## src/rtl/packetizer_pq.sv

```systemverilog
// Frames camera lines (D packets) and status/FIFO control bytes (C packets) into
// self-delimiting, checksummed packets with valid/ready output backpressure.
module packetizer_pq #(
  parameter int DW         = 8,
  parameter int LBUF_DEPTH = 16,
  parameter int CTRL_LEN   = 128,
  parameter int LINE_W     = 10
) (
  input  logic          clk,
  input  logic          rst,
  input  logic          go,
  input  logic          stop,
  input  logic [DW-1:0] cam_data,
  input  logic          cam_href,
  input  logic          cam_vsync,
  input  logic [7:0]    status,
  input  logic [7:0]    sfifo_data,
  input  logic          sfifo_rdy,
  output logic          sfifo_rd,
  output logic [8:0]    out_data,
  output logic          out_valid,
  input  logic          out_ready,
  output logic          busy,
  output logic          overrun,
  output logic          line_drop,
  input  logic          ovr_clr,
  output logic [3:0]    dbg_state
);

  // Output handshake: a byte moves when out_valid & out_ready are both high at a
  // rising clk edge; while out_valid is high and out_ready low, out_data holds.

  localparam int AW = $clog2(LBUF_DEPTH);
  localparam logic [8:0] CLEN = 9'(CTRL_LEN);

  typedef enum logic [3:0] {
    S_IDLE, S_PRE0, S_PRE1, S_TYPE, S_SEQ, S_LNH, S_LNL, S_DATA,
    S_CSTAT, S_CFIFO, S_PAD, S_CKSUM, S_TRAIL
  } state_t;

  state_t              state_q, state_d;
  logic                href_q, vsync_q, stop_q;
  logic                is_data_q, cap_q;
  logic [7:0]          seq_q;
  logic [LINE_W-1:0]   line_q, pkt_line_q;
  logic [7:0]          csum_q;
  logic [8:0]          pay_cnt_q;
  logic [AW:0]         wr_ptr_q, rd_ptr_q;
  logic [DW-1:0]       lbuf_q [LBUF_DEPTH];
  logic                overrun_q, line_drop_q;

  logic                href_rise, href_fall, vsync_rise, stop_rise, abort;
  logic                start_c, start_d, pop, wr_en, xfer;
  logic                lb_empty, lb_full;
  logic [DW-1:0]       head;
  logic [15:0]         line16;

  assign href_rise  = cam_href & ~href_q;
  assign href_fall  = ~cam_href & href_q;
  assign vsync_rise = cam_vsync & ~vsync_q;
  assign stop_rise  = stop & ~stop_q;
  // A trailer already on the wire is not restarted by a late stop.
  assign abort      = stop_rise & (state_q != S_IDLE) & (state_q != S_TRAIL);

  assign lb_empty = (wr_ptr_q == rd_ptr_q);
  assign lb_full  = (wr_ptr_q[AW] != rd_ptr_q[AW]) &&
                    (wr_ptr_q[AW-1:0] == rd_ptr_q[AW-1:0]);
  assign head     = lbuf_q[rd_ptr_q[AW-1:0]];
  assign line16   = 16'(pkt_line_q);
  assign wr_en    = (start_d | (cap_q & cam_href)) & ~abort & ~rst;
  assign xfer     = out_valid & out_ready;

  assign busy      = (state_q != S_IDLE);
  assign overrun   = overrun_q;
  assign line_drop = line_drop_q;
  assign dbg_state = state_q;

  always_comb begin
    state_d   = state_q;
    out_valid = 1'b0;
    out_data  = 9'h000;
    sfifo_rd  = 1'b0;
    start_c   = 1'b0;
    start_d   = 1'b0;
    pop       = 1'b0;
    case (state_q)
      S_IDLE: begin
        if (go && vsync_rise && !stop_rise) begin
          start_c = 1'b1;
          state_d = S_PRE0;
        end else if (go && href_rise && !stop_rise) begin
          start_d = 1'b1;
          state_d = S_PRE0;
        end
      end
      S_PRE0: begin
        out_valid = 1'b1;
        out_data  = 9'h10D;
        if (out_ready) state_d = S_PRE1;
      end
      S_PRE1: begin
        out_valid = 1'b1;
        out_data  = 9'h10A;
        if (out_ready) state_d = S_TYPE;
      end
      S_TYPE: begin
        out_valid = 1'b1;
        out_data  = is_data_q ? 9'h1FF : 9'h100;
        if (out_ready) state_d = S_SEQ;
      end
      S_SEQ: begin
        out_valid = 1'b1;
        out_data  = {1'b1, seq_q};
        if (out_ready) state_d = is_data_q ? S_LNH : S_CSTAT;
      end
      S_LNH: begin
        out_valid = 1'b1;
        out_data  = {1'b1, line16[15:8]};
        if (out_ready) state_d = S_LNL;
      end
      S_LNL: begin
        out_valid = 1'b1;
        out_data  = {1'b1, line16[7:0]};
        if (out_ready) state_d = S_DATA;
      end
      S_DATA: begin
        out_valid = ~lb_empty;
        out_data  = lb_empty ? 9'h000 : {1'b1, 8'(head)};
        pop       = ~lb_empty & out_ready;
        // Line is finished once capture has stopped and the buffer is drained.
        if (lb_empty && !cap_q) state_d = S_CKSUM;
      end
      S_CSTAT: begin
        out_valid = 1'b1;
        out_data  = {1'b1, status};
        if (out_ready) state_d = S_CFIFO;
      end
      S_CFIFO: begin
        if (sfifo_rdy && (pay_cnt_q < CLEN)) begin
          out_valid = 1'b1;
          out_data  = {1'b1, sfifo_data};
          sfifo_rd  = out_ready;
          if (out_ready && (pay_cnt_q == CLEN - 9'd1)) state_d = S_CKSUM;
        end else begin
          state_d = (pay_cnt_q < CLEN) ? S_PAD : S_CKSUM;
        end
      end
      S_PAD: begin
        if (pay_cnt_q < CLEN) begin
          out_valid = 1'b1;
          out_data  = 9'h100;
          if (out_ready && (pay_cnt_q == CLEN - 9'd1)) state_d = S_CKSUM;
        end else begin
          state_d = S_CKSUM;
        end
      end
      S_CKSUM: begin
        out_valid = 1'b1;
        out_data  = {1'b1, csum_q};
        if (out_ready) state_d = S_TRAIL;
      end
      S_TRAIL: begin
        out_valid = 1'b1;
        out_data  = 9'h000;
        if (out_ready) state_d = S_IDLE;
      end
      default: state_d = S_IDLE;
    endcase
    if (abort) state_d = S_TRAIL;
  end

  always_ff @(posedge clk) begin
    if (rst) begin
      state_q     <= S_IDLE;
      href_q      <= 1'b0;
      vsync_q     <= 1'b0;
      stop_q      <= 1'b0;
      is_data_q   <= 1'b0;
      cap_q       <= 1'b0;
      seq_q       <= 8'h00;
      line_q      <= '0;
      pkt_line_q  <= '0;
      csum_q      <= 8'h00;
      pay_cnt_q   <= 9'd0;
      wr_ptr_q    <= '0;
      rd_ptr_q    <= '0;
      overrun_q   <= 1'b0;
      line_drop_q <= 1'b0;
    end else begin
      state_q <= state_d;
      href_q  <= cam_href;
      vsync_q <= cam_vsync;
      stop_q  <= stop;

      if (state_q == S_TRAIL && xfer) seq_q <= seq_q + 8'd1;

      if (vsync_rise)     line_q <= '0;
      else if (href_fall) line_q <= line_q + 1'b1;

      if (start_d) begin
        pkt_line_q <= line_q;
        is_data_q  <= 1'b1;
      end else if (start_c) begin
        is_data_q  <= 1'b0;
      end

      if (abort)         cap_q <= 1'b0;
      else if (start_d)  cap_q <= 1'b1;
      else if (!cam_href) cap_q <= 1'b0;

      if (state_q == S_IDLE) begin
        csum_q <= 8'h00;
      end else if (xfer && (state_q inside {S_TYPE, S_SEQ, S_LNH, S_LNL, S_DATA,
                                            S_CSTAT, S_CFIFO, S_PAD})) begin
        csum_q <= csum_q + out_data[7:0];
      end

      if (state_q == S_IDLE) begin
        pay_cnt_q <= 9'd0;
      end else if (xfer && (state_q inside {S_CSTAT, S_CFIFO, S_PAD})) begin
        pay_cnt_q <= pay_cnt_q + 9'd1;
      end

      if (abort) begin
        wr_ptr_q <= '0;
        rd_ptr_q <= '0;
      end else begin
        if (wr_en && !lb_full) wr_ptr_q <= wr_ptr_q + 1'b1;
        if (pop)               rd_ptr_q <= rd_ptr_q + 1'b1;
      end

      // A drop in the same cycle as a clear keeps the flag set.
      if (wr_en && lb_full) overrun_q <= 1'b1;
      else if (ovr_clr)     overrun_q <= 1'b0;

      line_drop_q <= href_rise & ~start_d;
    end
  end

  always_ff @(posedge clk) begin
    if (wr_en && !lb_full) lbuf_q[wr_ptr_q[AW-1:0]] <= cam_data;
  end

endmodule

```

## config.mk

```make
export PLATFORM = sky130hd
export DESIGN_NAME = packetizer_pq
export DESIGN_NICKNAME = d
export VERILOG_FILES = /design/src/rtl/packetizer_pq.sv
export SDC_FILE = /design/constraint.sdc
export NUM_CORES = 1
export LEC_CHECK = 0
export BUFFER_PORTS_ARGS = -buffer_cell sky130_fd_sc_hd__buf_2
export CORE_MARGIN = 2
export CORE_UTILIZATION = 30
export CTS_CLUSTER_DIAMETER = 80
export CTS_CLUSTER_SIZE = 24
export DETAILED_ROUTE_END_ITERATION = 7
export PLACE_DENSITY_LB_ADDON = 0.15
export SKIP_LAST_GASP = 1
export SLEW_MARGIN = 0
export SYNTH_ARGS = -nofsm -noshare
export SYNTH_HDL_FRONTEND = slang
export SYNTH_SLANG_ARGS = --single-unit
export TNS_END_PERCENT = 10
```

## constraint.sdc

```tcl
create_clock -name clk -period 5.2 [get_ports clk]
set_input_delay 0.52 -clock clk [delete_from_list [all_inputs] [get_ports clk]]
set_output_delay 0.52 -clock clk [all_outputs]
set_load 0.05 [all_outputs]
```

==> reports/summary.txt, run 1 <==
========================================================================================
Resized cells post-CTS                                                                 0
Number of global-route vias before repair                                           5587
Sequential cell area fraction in the yosys report                                 0.5983
Layout cells sized above 1                                                        0.2014
Net Count, Synth                                                                     715
Outcome                                                                     finished, final reports clean
Starting density of the core                                                      0.3054
Max-capacitance violation count                                                        0
Mean post-synth cell area                                                      13.16 µm²
Overall fraction of global-route tracks in use                                    0.1437
Standard cell area after detailed placement                                 0.009470 mm²
Required time at the worst-slack endpoint                                        5.55 ns
Wirelength, routed                                                              21.47 mm
Setup total negative slack                                                          0 ns
Average wire per cell in the routed design                                      19.24 µm
Wire length of the first global-routing pass                                    33.33 mm
PortBufs                                                                              50
Final hold violation count                                                             0
Synth Register Bits                                                                  198
Gate count of the mapped netlist                                                     666
Critical path data arrival time                                                  4.42 ns
Antenna-violating nets left                                                            0
Clock Skew                                                                    0.01982 ns
Min cycle time layout                                                           4.062 ns
Worst setup slack before clock tree synthesis                                   1.098 ns
Post-synth EDFFs                                                                     128
Biggest fanout along the worst timing path                                            24
CTS buffer count                                                                      17
Number of warnings issued by yosys                                                     0
Portion of the clock cycle consumed by the worst path in the final layout         0.7812
Clk_lat worst skew                                                               0.44 ns
Proportion of netlist area held by the largest area contributor                   0.4385
RePlAce Congestion                                                                0.8616
Number of hold-repair buffers added at the cts stage                                   0
Standard cell core area                                                      0.02870 mm²
Die extent in x                                                                 174.9 µm
DRT Pass-1 Iters                                                                       5
Power density over the cells                                                389.2 mW/mm²
Sinks on the clock net                                                               198
Post-route design area                                                       0.01009 mm²
Top post-synthesis cells by count                                           sky130_fd_sc_hd__edfxtp_1, sky130_fd_sc_hd__nor2_1, sky130_fd_sc_hd__dfxtp_1
Overall die area                                                             0.03060 mm²
Start-to-end type of the worst setup path                                        reg2reg
Number of buffers added for setup after CTS                                            0
CTS H-tree depth                                                                       4
WHS                                                                            0.3114 ns
Endpoint class of the critical path                                             register
Largest buffer count on any clock path                                                 2
Share of async-settable or async-resettable flops after synthesis                      0
Count of nets after finishing                                                        766
Cell with the most instances after synthesis                                sky130_fd_sc_hd__edfxtp_1
Largest net degree at the start of global routing                                     30
Initial antenna violation count                                                        1
Via count of the routed design                                                      5527
Cell accounting for the most synthesized area                               sky130_fd_sc_hd__edfxtp_1
Headroom to the max-slew limit                                                    0.3062
Area growth from synthesis to layout                                              15.07%
Post-layout worst setup margin                                                  1.138 ns
Post-detailed-route via-to-cell ratio                                              4.953
Standard-cell row count                                                               62
CTS tree                                                                            done
Clk root buf                                                                sky130_fd_sc_hd__clkbuf_16
Cell leakage power                                                              3.443 nW
Largest cells by area after synthesis                                       sky130_fd_sc_hd__edfxtp_1, sky130_fd_sc_hd__dfxtp_1, sky130_fd_sc_hd__mux4_2, sky130_fd_sc_hd__nor2_1, sky130_fd_sc_hd__mux2i_1
Maximum achievable frequency                                                   246.2 MHz
Grt ovf                                                                                0
Top_reg_cell synth                                                          sky130_fd_sc_hd__edfxtp_1
Actual slew at the worst max-slew pin                                           1.039 ns
Startpoint type of the worst setup path                                         register
Final Max Tran Viols                                                                   0
DRC errors left                                                                        0
Final HPWL DP                                                                   15.18 mm
Final setup violation count                                                            0
Count of routing violations after the opening detailed-route iteration               472
Hold WC Path Type                                                                 in2reg
Max rail drop VDD                                                              0.2274 mV
Netlist area before placement                                               0.008766 mm²
Top-level port count                                                                  51
Worst-path clk slew                                                              0.08 ns
Setup repair after global routing missed its margin                                   no
Die Y                                                                           174.9 µm
Final standard cell utilization of the core                                       0.3514
Post-synth cell types                                                                 64
========================================================================================
[cells by family after synthesis]
group,count (synthesis),synth area share
adders and majority gates,17,0.02484
and+or+nand+nor,213,0.1186
xor gates and xnor gates,40,0.03997
buffers and inverters,46,0.02284
DFF,198,0.5983
AOI/OAI and AO/OA,88,0.06923
muxes,64,0.1262
[final timing paths]
check	depth (start not counted)	to	slack (ns)	from
max	13	csum_q[7]$_SDFFE_PP0P_	1.14	register
min	2	vsync_q$_SDFF_PP0_	0.31	cam_vsync
max reg2reg	13	csum_q[7]$_SDFFE_PP0P_	1.14	register
min reg2reg	2	pkt_line_q[9]$_SDFFE_PP0P_	0.48	pkt_line_q[9]$_SDFFE_PP0P_
[through the flow]
| step | power (W) | instances |
|---|---|---|
| 5_1_grt | 0.004096 | 1114 |
| 4_1_cts | 0.003966 | 1114 |
| 3_3_place_gp | 0.002608 | 1082 |
| 3_5_place_dp | 0.002609 | 1082 |
| 2_1_floorplan | 0.002397 | 666 |
| 6_report | 0.003926 | 1116 |
[critical path, cell delays in order, from the launching register on]
cell	delay, ns
sky130_fd_sc_hd__dfxtp_2	0.92
sky130_fd_sc_hd__mux4_2	0.61
sky130_fd_sc_hd__mux4_2	0.47
sky130_fd_sc_hd__nand2_1	0.08
sky130_fd_sc_hd__and3_1	0.24
sky130_fd_sc_hd__inv_1	0.09
sky130_fd_sc_hd__ha_1	0.30
sky130_fd_sc_hd__a21o_1	0.19
sky130_fd_sc_hd__nand3_1	0.10
sky130_fd_sc_hd__a31oi_1	0.08
sky130_fd_sc_hd__or2_2	0.29
sky130_fd_sc_hd__xor2_1	0.15
sky130_fd_sc_hd__or3_1	0.31
sky130_fd_sc_hd__a21oi_1	0.15
[registers in the layout, summed over array words and instances, names as in the netlist, named ones only]
register    cells
cap_q           1
csum_q          8
dbg_state       4
href_q          1
is_data_q       1
lbuf_q        128
line_drop       1
line_q         10
overrun         1
pay_cnt_q       9
pkt_line_q     10
rd_ptr_q        5
seq_q           8
stop_q          1
vsync_q         1
wr_ptr_q        5
[routing by layer]
| layer | GRT usage | wire [µm] |
|---|---|---|
| met1 | 0.1887 | 9778 |
| met2 | 0.2432 | 10520 |
| met3 | 0.02633 | 870 |
| met4 | 0.04097 | 297 |
| met5 | 0 | 0 |
[power breakdown]
group          total (W)  switching (W)  internal (W)  leakage, nW
combinational   0.000806       0.000561      0.000245         1.43
sequential       0.00177      0.0000775       0.00169         1.72
clock            0.00135       0.000667      0.000682        0.300
[cell usage in the layout, fill, tap and decap left out, drive strengths merged, types with 3 or more instances in the layout]
cell / count
a211oi: 4
a21oi: 23
a221oi: 5
a22oi: 5
a31oi: 5
and2: 4
and3: 10
and4: 3
buf: 68
clkbuf: 18
clkinv: 5
dfxtp: 70
edfxtp: 128
ha: 15
inv: 19
mux2i: 25
mux4: 37
nand2: 50
nand2b: 6
nand3: 10
nand4: 11
nor2: 74
nor2b: 18
nor3: 11
o2111ai: 3
o211ai: 6
o21ai: 15
or2: 4
or3: 3
xnor2: 17
xor2: 23
[area by class of cell]
type                    instances  area (µm²)
fillers                      2778       18620
well taps                     384       480.5
diodes                          2       5.005
inverters                      10       37.54
repair buffers                 68       385.4
multi-input cells             422        3321
clock inverters                14       161.4
flip-flops and latches        198        5246
clock buffers                  18       450.4
Note: power is estimated with default switching activity, not from simulation.
==> run 2: changes to the inputs <==
--- a/config.mk
+++ b/config.mk
@@ -5,6 +5,7 @@
 export SDC_FILE = /design/constraint.sdc
 export NUM_CORES = 1
 export LEC_CHECK = 0
+export ABC_AREA = 1
 export BUFFER_PORTS_ARGS = -buffer_cell sky130_fd_sc_hd__buf_2
 export CORE_MARGIN = 2
 export CORE_UTILIZATION = 30
==> constraint.sdc (replaced) <==
create_clock -name clk -period 3.85 [get_ports clk]
set_input_delay 0.385 -clock clk [delete_from_list [all_inputs] [get_ports clk]]
set_output_delay 0.385 -clock clk [all_outputs]
set_load 0.05 [all_outputs]
==> run 2 against run 1 <==
  * Core utilization shrank 0.15 points
  * Die area grew 2.0%
  * Critical path depth grew 4
  * Clock-buffer cell count is the same
  * Design area grew 2.3%
  * Register-to-register slack lost 0.68 ns
  * Fmax grew 20%
  * Sequential power grew 33%
  * Clock power grew 27%
  * Non-clock buffer count grew 9
  * Synthesized cell count grew 43%
==> reports/summary.txt, run 2 <==
========================================================================================
Outcome                                                                     finished, final reports clean
Commonest non-fill, non-tap cells in the layout                             sky130_fd_sc_hd__nand2_1, sky130_fd_sc_hd__edfxtp_1, sky130_fd_sc_hd__nor2_1
Count of routing violations after the opening detailed-route iteration               434
Antenna cells                                                                          0
Cell leakage power                                                              3.840 nW
Actual slew at the worst max-slew pin                                          0.7292 ns
Biggest fanout along the worst timing path                                             9
Top post-synthesis cells by count                                           sky130_fd_sc_hd__nand2_1, sky130_fd_sc_hd__edfxtp_1, sky130_fd_sc_hd__nor2_1
Clock Skew                                                                   0.009500 ns
Critical path data arrival time                                                  3.73 ns
Cell accounting for the most synthesized area                               sky130_fd_sc_hd__edfxtp_1
Final Max Tran Viols                                                                   0
Mean post-synth cell area                                                      9.413 µm²
Clk_lat worst skew                                                               0.44 ns
Share of async-settable or async-resettable flops after synthesis                      0
Area growth from synthesis to layout                                              15.38%
PortBufs                                                                              50
Post-synth cell types                                                                 45
Proportion of netlist area held by the largest area contributor                   0.4298
Initial antenna violation count                                                        0
Largest net degree at the start of global routing                                     66
DRC errors left                                                                        0
Number of warnings issued by yosys                                                     0
Cell with the most instances after synthesis                                sky130_fd_sc_hd__nand2_1
Top_reg_cell synth                                                          sky130_fd_sc_hd__edfxtp_1
Routed met3 length                                                                573 µm
Standard cell core area                                                      0.02948 mm²
Sinks on the clock net                                                               198
Highest metal layer used by the detailed router                                     met4
Gate count of the mapped netlist                                                     950
Count of nets after finishing                                                       1063
Area of combinational cells with multiple inputs                            0.003159 mm²
Via count of the routed design                                                      6814
DRT Pass-1 Iters                                                                       5
Required time at the worst-slack endpoint                                        4.18 ns
Resized cells post-CTS                                                                 0
Post-detailed-route via-to-cell ratio                                              4.809
Reg area                                                                    0.005246 mm²
Portion of the clock cycle consumed by the worst path in the final layout         0.8823
Overall fraction of global-route tracks in use                                    0.1531
Headroom to the max-slew limit                                                    0.5139
Largest buffer count on any clock path                                                 2
Overall Power                                                                 0.005130 W
Final setup violation count                                                            0
Die Y                                                                           176.7 µm
Max-capacitance violation count                                                        0
Standard cell area after detailed placement                                 0.009758 mm²
Largest cells by area after synthesis                                       sky130_fd_sc_hd__edfxtp_1, sky130_fd_sc_hd__dfxtp_1, sky130_fd_sc_hd__nand2_1, sky130_fd_sc_hd__nor2_1, sky130_fd_sc_hd__o21ai_0
Final standard cell utilization of the core                                       0.3500
Grt ovf                                                                                0
Top-level port count                                                                  51
Filler Cells Inserted                                                               3090
Clk root buf                                                                sky130_fd_sc_hd__clkbuf_16
Min cycle time layout                                                           3.397 ns
Wirelength, routed                                                              23.50 mm
Netlist area before placement                                               0.008942 mm²
Overall die area                                                             0.03121 mm²
Max rail drop VDD                                                              0.2278 mV
Final HPWL DP                                                                   16.36 mm
CTS H-tree depth                                                                       4
Die extent in x                                                                 176.7 µm
Metal2 WL                                                                       10.59 mm
Antenna-violating nets left                                                            0
Layout cells sized above 1                                                        0.1412
Setup repair after global routing missed its margin                                   no
Average wire per cell in the routed design                                      16.58 µm
Sequential cell area fraction in the yosys report                                 0.5865
Standard-cell row count                                                               63
Post-route design area                                                       0.01032 mm²
Start-to-end type of the worst setup path                                        reg2reg
Maximum achievable frequency                                                   294.4 MHz
Starting density of the core                                                      0.3033
R2R setup slack                                                                  0.45 ns
Startpoint type of the worst setup path                                         register
Power density over the cells                                                497.2 mW/mm²
Hold WC Path Type                                                                 in2reg
Endpoint class of the critical path                                             register
Synth Register Bits                                                                  198
CTS tree                                                                            done
Wire length of the first global-routing pass                                    36.34 mm
CTS buffer count                                                                      17
Flip-flop count of the largest register after layout                                 128
RePlAce Congestion                                                                0.9213
Post-synth EDFFs                                                                     128
Number of hold-repair buffers added at the cts stage                                   0
Number of global-route vias before repair                                           6347
Setup total negative slack                                                          0 ns
Number of buffers added for setup after CTS                                            0
Most common cell after layout, fill and taps aside                          sky130_fd_sc_hd__nand2_1
Worst-path clk slew                                                              0.08 ns
Net Count, Synth                                                                     999
Final hold violation count                                                             0
M1 WL                                                                           11.95 mm
========================================================================================
run 2: path summary, 6_finish.rpt:
kind / depth (start not counted) / startpoint / endpoint
worst min-delay path: 3 / stop / stop_q$_SDFF_PP0_
worst max register to register: 17 / dbg_state[1]$_SDFFE_PP0P_ / csum_q[6]$_SDFFE_PP0P_
worst max-delay path: 17 / dbg_state[1]$_SDFFE_PP0P_ / csum_q[6]$_SDFFE_PP0P_
worst min register to register: 2 / overrun$_SDFFE_PP0P_ / overrun$_SDFFE_PP0P_
run 2: final cells by class:
class,instances,share of cell area
Sequential cell,198,0.5085
Multi-Input combinational cell,614,0.3062
Tap cell,390,0.04730
Timing Repair Buffer,77,0.04511
Clock buffer,18,0.04160
Inverter,106,0.03869
Clock inverter,14,0.01261
run 2: kinds of logic (layout without fill, tap and decap cells):
kind of cell / Yosys count / after routing / synth area share
and+or+nand+nor: 360 / 360 / 0.1749
AOI/OAI and AO/OA: 225 / 225 / 0.1424
DFF: 198 / 198 / 0.5865
buffers and inverters: 138 / 215 / 0.06016
adders and majority gates: 16 / 16 / 0.02323
xor gates and xnor gates: 13 / 13 / 0.01273
run 2: per-layer routing:
metal  track usage  vias up
li1              -     3416
met1        0.2206     3257
met2        0.2375      115
met3       0.02534       26
met4       0.04201        0
met5             0        -
run 2: where the power goes:
| group | internal, W | total, W | switching, W |
|---|---|---|---|
| logic | 0.000267 | 0.00106 | 0.000789 |
| registers | 0.00230 | 0.00235 | 0.0000477 |
| clock network | 0.000898 | 0.00172 | 0.000826 |
run 2: critical path, stage by stage, from the launching register on:
cell and delay [ns]:
sky130_fd_sc_hd__dfxtp_1 0.55, sky130_fd_sc_hd__nand2_1 0.24, sky130_fd_sc_hd__inv_2 0.14, sky130_fd_sc_hd__nand2_1 0.12, sky130_fd_sc_hd__inv_1 0.12, sky130_fd_sc_hd__nand2_2 0.16, sky130_fd_sc_hd__inv_1 0.27, sky130_fd_sc_hd__nand2_1 0.13
sky130_fd_sc_hd__o2111ai_1 0.15, sky130_fd_sc_hd__inv_1 0.12, sky130_fd_sc_hd__fa_1 0.47, sky130_fd_sc_hd__o21ai_0 0.23, sky130_fd_sc_hd__nand2_1 0.10, sky130_fd_sc_hd__nand2_1 0.08, sky130_fd_sc_hd__a21oi_1 0.08, sky130_fd_sc_hd__xnor2_1 0.12
sky130_fd_sc_hd__o21ai_0 0.14, sky130_fd_sc_hd__a21oi_1 0.05
run 2: metrics by stage:
step | hold WS, ns | setup WS [ns] | cells
6_report | 0.1791 | 0.4530 | 1417
5_1_grt | 0.1756 | 0.1502 | 1417
4_1_cts | 0.1577 | 0.4917 | 1417
3_5_place_dp | 0.4591 | 0.5064 | 1385
3_3_place_gp | 0.4607 | 0.5373 | 1385
2_1_floorplan | 0.4295 | 0.2569 | 950
==> run 3: changes to the inputs <==
--- a/config.mk
+++ b/config.mk
@@ -5,7 +5,6 @@
 export SDC_FILE = /design/constraint.sdc
 export NUM_CORES = 1
 export LEC_CHECK = 0
-export ABC_AREA = 1
 export BUFFER_PORTS_ARGS = -buffer_cell sky130_fd_sc_hd__buf_2
 export CORE_MARGIN = 2
 export CORE_UTILIZATION = 30
==> run 3 against run 2 <==
  * Total power grew 5.6%
  * Via count down 17%
  * Largest power group unchanged
  * Clock skew increased by 0.0050 ns
  * Register-to-register slack worse by 0.19 ns
  * First-iteration DRC count rose by 50%
  * Final cell count fell by 20%
  * Critical endpoint is now csum_q[7]$_SDFFE_PP0P_
  * Sequential share of layout area down 0.17 points
  * Flip-flop and latch count unchanged
  * Wire length down 6.1%
  * Die area is 1.9% lower
==> reports/summary.txt, run 3 (same netlist as run 1, synthesis figures left out) <==
========================================================================================
Outcome                                                                     finished, final reports clean
Starting density of the core                                                      0.3054
Final Max Tran Viols                                                                   0
Worst min-delay path startpoint                                                cam_vsync
Switching Power                                                               0.001811 W
Final hold violation count                                                             0
Count of routing violations after the opening detailed-route iteration               650
Max rail drop VDD                                                              0.3268 mV
Final standard cell utilization of the core                                       0.3611
Max-capacitance violation count                                                        0
Commonest non-fill, non-tap cells in the layout                             sky130_fd_sc_hd__edfxtp_1, sky130_fd_sc_hd__nor2_1, sky130_fd_sc_hd__dfxtp_1
Headroom to the max-slew limit                                                    0.5426
Required time at the worst-slack endpoint                                        4.21 ns
Final setup violation count                                                            0
Largest buffer count on any clock path                                                 2
Count of cells along the worst register-to-register path                              13
Initial antenna violation count                                                        2
Via count of the routed design                                                      5680
R2R setup slack                                                                  0.27 ns
CTS buffer count                                                                      17
Standard-cell row count                                                               62
Start-to-end type of the worst setup path                                        reg2reg
Part of the power in registers                                                     0.436
Largest net degree at the start of global routing                                     31
Antenna-violating nets left                                                            0
Crit Reg-Reg Endpoint                                                       csum_q[7]$_SDFFE_PP0P_
List of cells traversed by the critical path                                buf_12 -> mux4_2 -> mux4_2 -> nand2_1 -> o2111ai_4 -> ha_1 -> o21a_1 -> o21ai_0 -> a31oi_1 -> or2_2 -> xor2_1 -> or3_1 -> a21oi_1
Cell type of the slowest stage on the worst timing path                     sky130_fd_sc_hd__mux4_2
Maximum achievable frequency                                                   279.1 MHz
Setup total negative slack                                                          0 ns
Hold depth                                                                             2
Wire length of the first global-routing pass                                    34.32 mm
Cell leakage power                                                              3.581 nW
Layout cells sized above 1                                                        0.2344
Most Used Layer, Global Route                                                       met2
Power density over the cells                                                522.9 mW/mm²
Slowest cell delay on critical path                                              0.51 ns
GR Util met2                                                                      0.2449
Net switching fraction of the power                                               0.3341
Grt ovf                                                                                0
Sinks on the clock net                                                               198
DRT Pass-1 Iters                                                                       5
PortBufs                                                                              50
Met3 routing resource usage after global routing                                 0.03133
DRC errors left                                                                        0
Flip-flop count of the largest register after layout                                 128
Most frequent cell on the critical path                                     sky130_fd_sc_hd__mux4_2
Post-detailed-route via-to-cell ratio                                              5.000
Clock Skew                                                                    0.01447 ns
Kind of cell with the highest combined delay on the critical path           multiplexers
Critical path data arrival time                                                  3.94 ns
RePlAce Congestion                                                                0.8847
Worst-path clk slew                                                              0.08 ns
Number of global-route vias before repair                                           5771
Biggest fanout along the worst timing path                                            10
Overall fraction of global-route tracks in use                                    0.1493
Overall die area                                                             0.03060 mm²
Wirelength, routed                                                              22.07 mm
Endpoint class of the critical path                                             register
Number of buffer and inverter stages on the critical path                              1
Startpoint type of the worst setup path                                         register
Fraction of power consumed by the clock network                                    0.342
Worst Hold End                                                              vsync_q$_SDFF_PP0_
Fraction of power consumed by combinational cells                                  0.222
Filler Cells Inserted                                                               2783
Average wire per cell in the routed design                                      19.42 µm
CTS H-tree depth                                                                       4
Portion of the clock cycle consumed by the worst path in the final layout         0.9306
Actual slew at the worst max-slew pin                                          0.6808 ns
Final HPWL DP                                                                   15.76 mm
Setup repair after global routing missed its margin                                   no
Clk root buf                                                                sky130_fd_sc_hd__clkbuf_16
Clk_lat worst skew                                                               0.44 ns
Hold WC Path Type                                                                 in2reg
Top-level port count                                                                  51
Area growth from synthesis to layout                                              18.24%
Met1 usage                                                                        0.1974
Min cycle time layout                                                           3.583 ns
Most common cell after layout, fill and taps aside                          sky130_fd_sc_hd__edfxtp_1
Internal Pwr Total                                                            0.003609 W
Die Y                                                                           174.9 µm
Count of nets after finishing                                                        787
Standard cell core area                                                      0.02870 mm²
Number of hold-repair buffers added at the cts stage                                   0
CTS tree                                                                            done
Die extent in x                                                                 174.9 µm
========================================================================================
run 3: changes by cell type in the layout (fill, tap and decap cells not counted), sizes merged, moves of 18 or more:
cell	delta
nor2b	+18
mux4	+37
nor2	-61
nand3	-50
inv	-86
o21ai	-88
a21oi	-46
nand2	-91
mux2i	+25
run 3: worst max path at each step:
stage	start	to	slack, ns	cells after the start
floorplan	register	csum_q[7]$_SDFFE_PP0P_	0.005	15
global placement	register	csum_q[7]$_SDFFE_PP0P_	0.26	13
detailed placement	register	csum_q[7]$_SDFFE_PP0P_	0.26	13
CTS	register	csum_q[7]$_SDFFE_PP0P_	0.22	13
global route	register	csum_q[7]$_SDFFE_PP0P_	0.05	13
finish	register	csum_q[7]$_SDFFE_PP0P_	0.27	13
run 3: what timing repair did:
| action | 4_1_cts | 5_1_grt |
|---|---|---|
| buffers inserted | 0 | 0 |
| resized for setup | 0 | 1 |
| endpoints found under the setup margin | 0 | 1 |
run 3: power by group through the flow:
stage	sequential, W	clock [W]	combinational (W)
2_1_floorplan	0.00241	0	0.000850
3_5_place_dp	0.00241	0	0.00120
4_1_cts	0.00236	0.00192	0.00121
3_3_place_gp	0.00241	0	0.00120
5_1_grt	0.00237	0.00200	0.00129
6_report	0.00236	0.00185	0.00120
run 3: cell type report:
class / instances / area [µm²] / area share
antenna: 1 / 2.502 / 0.0002414
clock buffer: 18 / 450.4 / 0.04346
clock inverter: 14 / 181.4 / 0.01750
tap: 384 / 480.5 / 0.04635
timing repair buffer: 89 / 593.1 / 0.05722
multi-input combinational: 422 / 3367 / 0.3248
sequential: 198 / 5253 / 0.5068
inverter: 10 / 37.54 / 0.003621
run 3: stage by stage:
step	instance area (µm²)	hold slack, ns	std cells	setup WS [ns]	power, W
6_report	10360	0.1704	1136	0.2672	0.005420
5_1_grt	10360	0.1663	1135	0.04763	0.005662
4_1_cts	10360	0.1564	1135	0.2242	0.005488
3_5_place_dp	9728	0.4742	1103	0.2557	0.003616
3_3_place_gp	9728	0.4702	1103	0.2648	0.003610
2_1_floorplan	8851	0.4360	666	0.004529	0.003265
run 3: routing by layer:
| metal | up-vias | routed length [µm] |
|---|---|---|
| met5 | - | 11 |
| met4 | 2 | 473 |
| met3 | 30 | 865 |
| met1 | 2874 | 10150 |
| li1 | 2638 | - |
| met2 | 136 | 10570 |
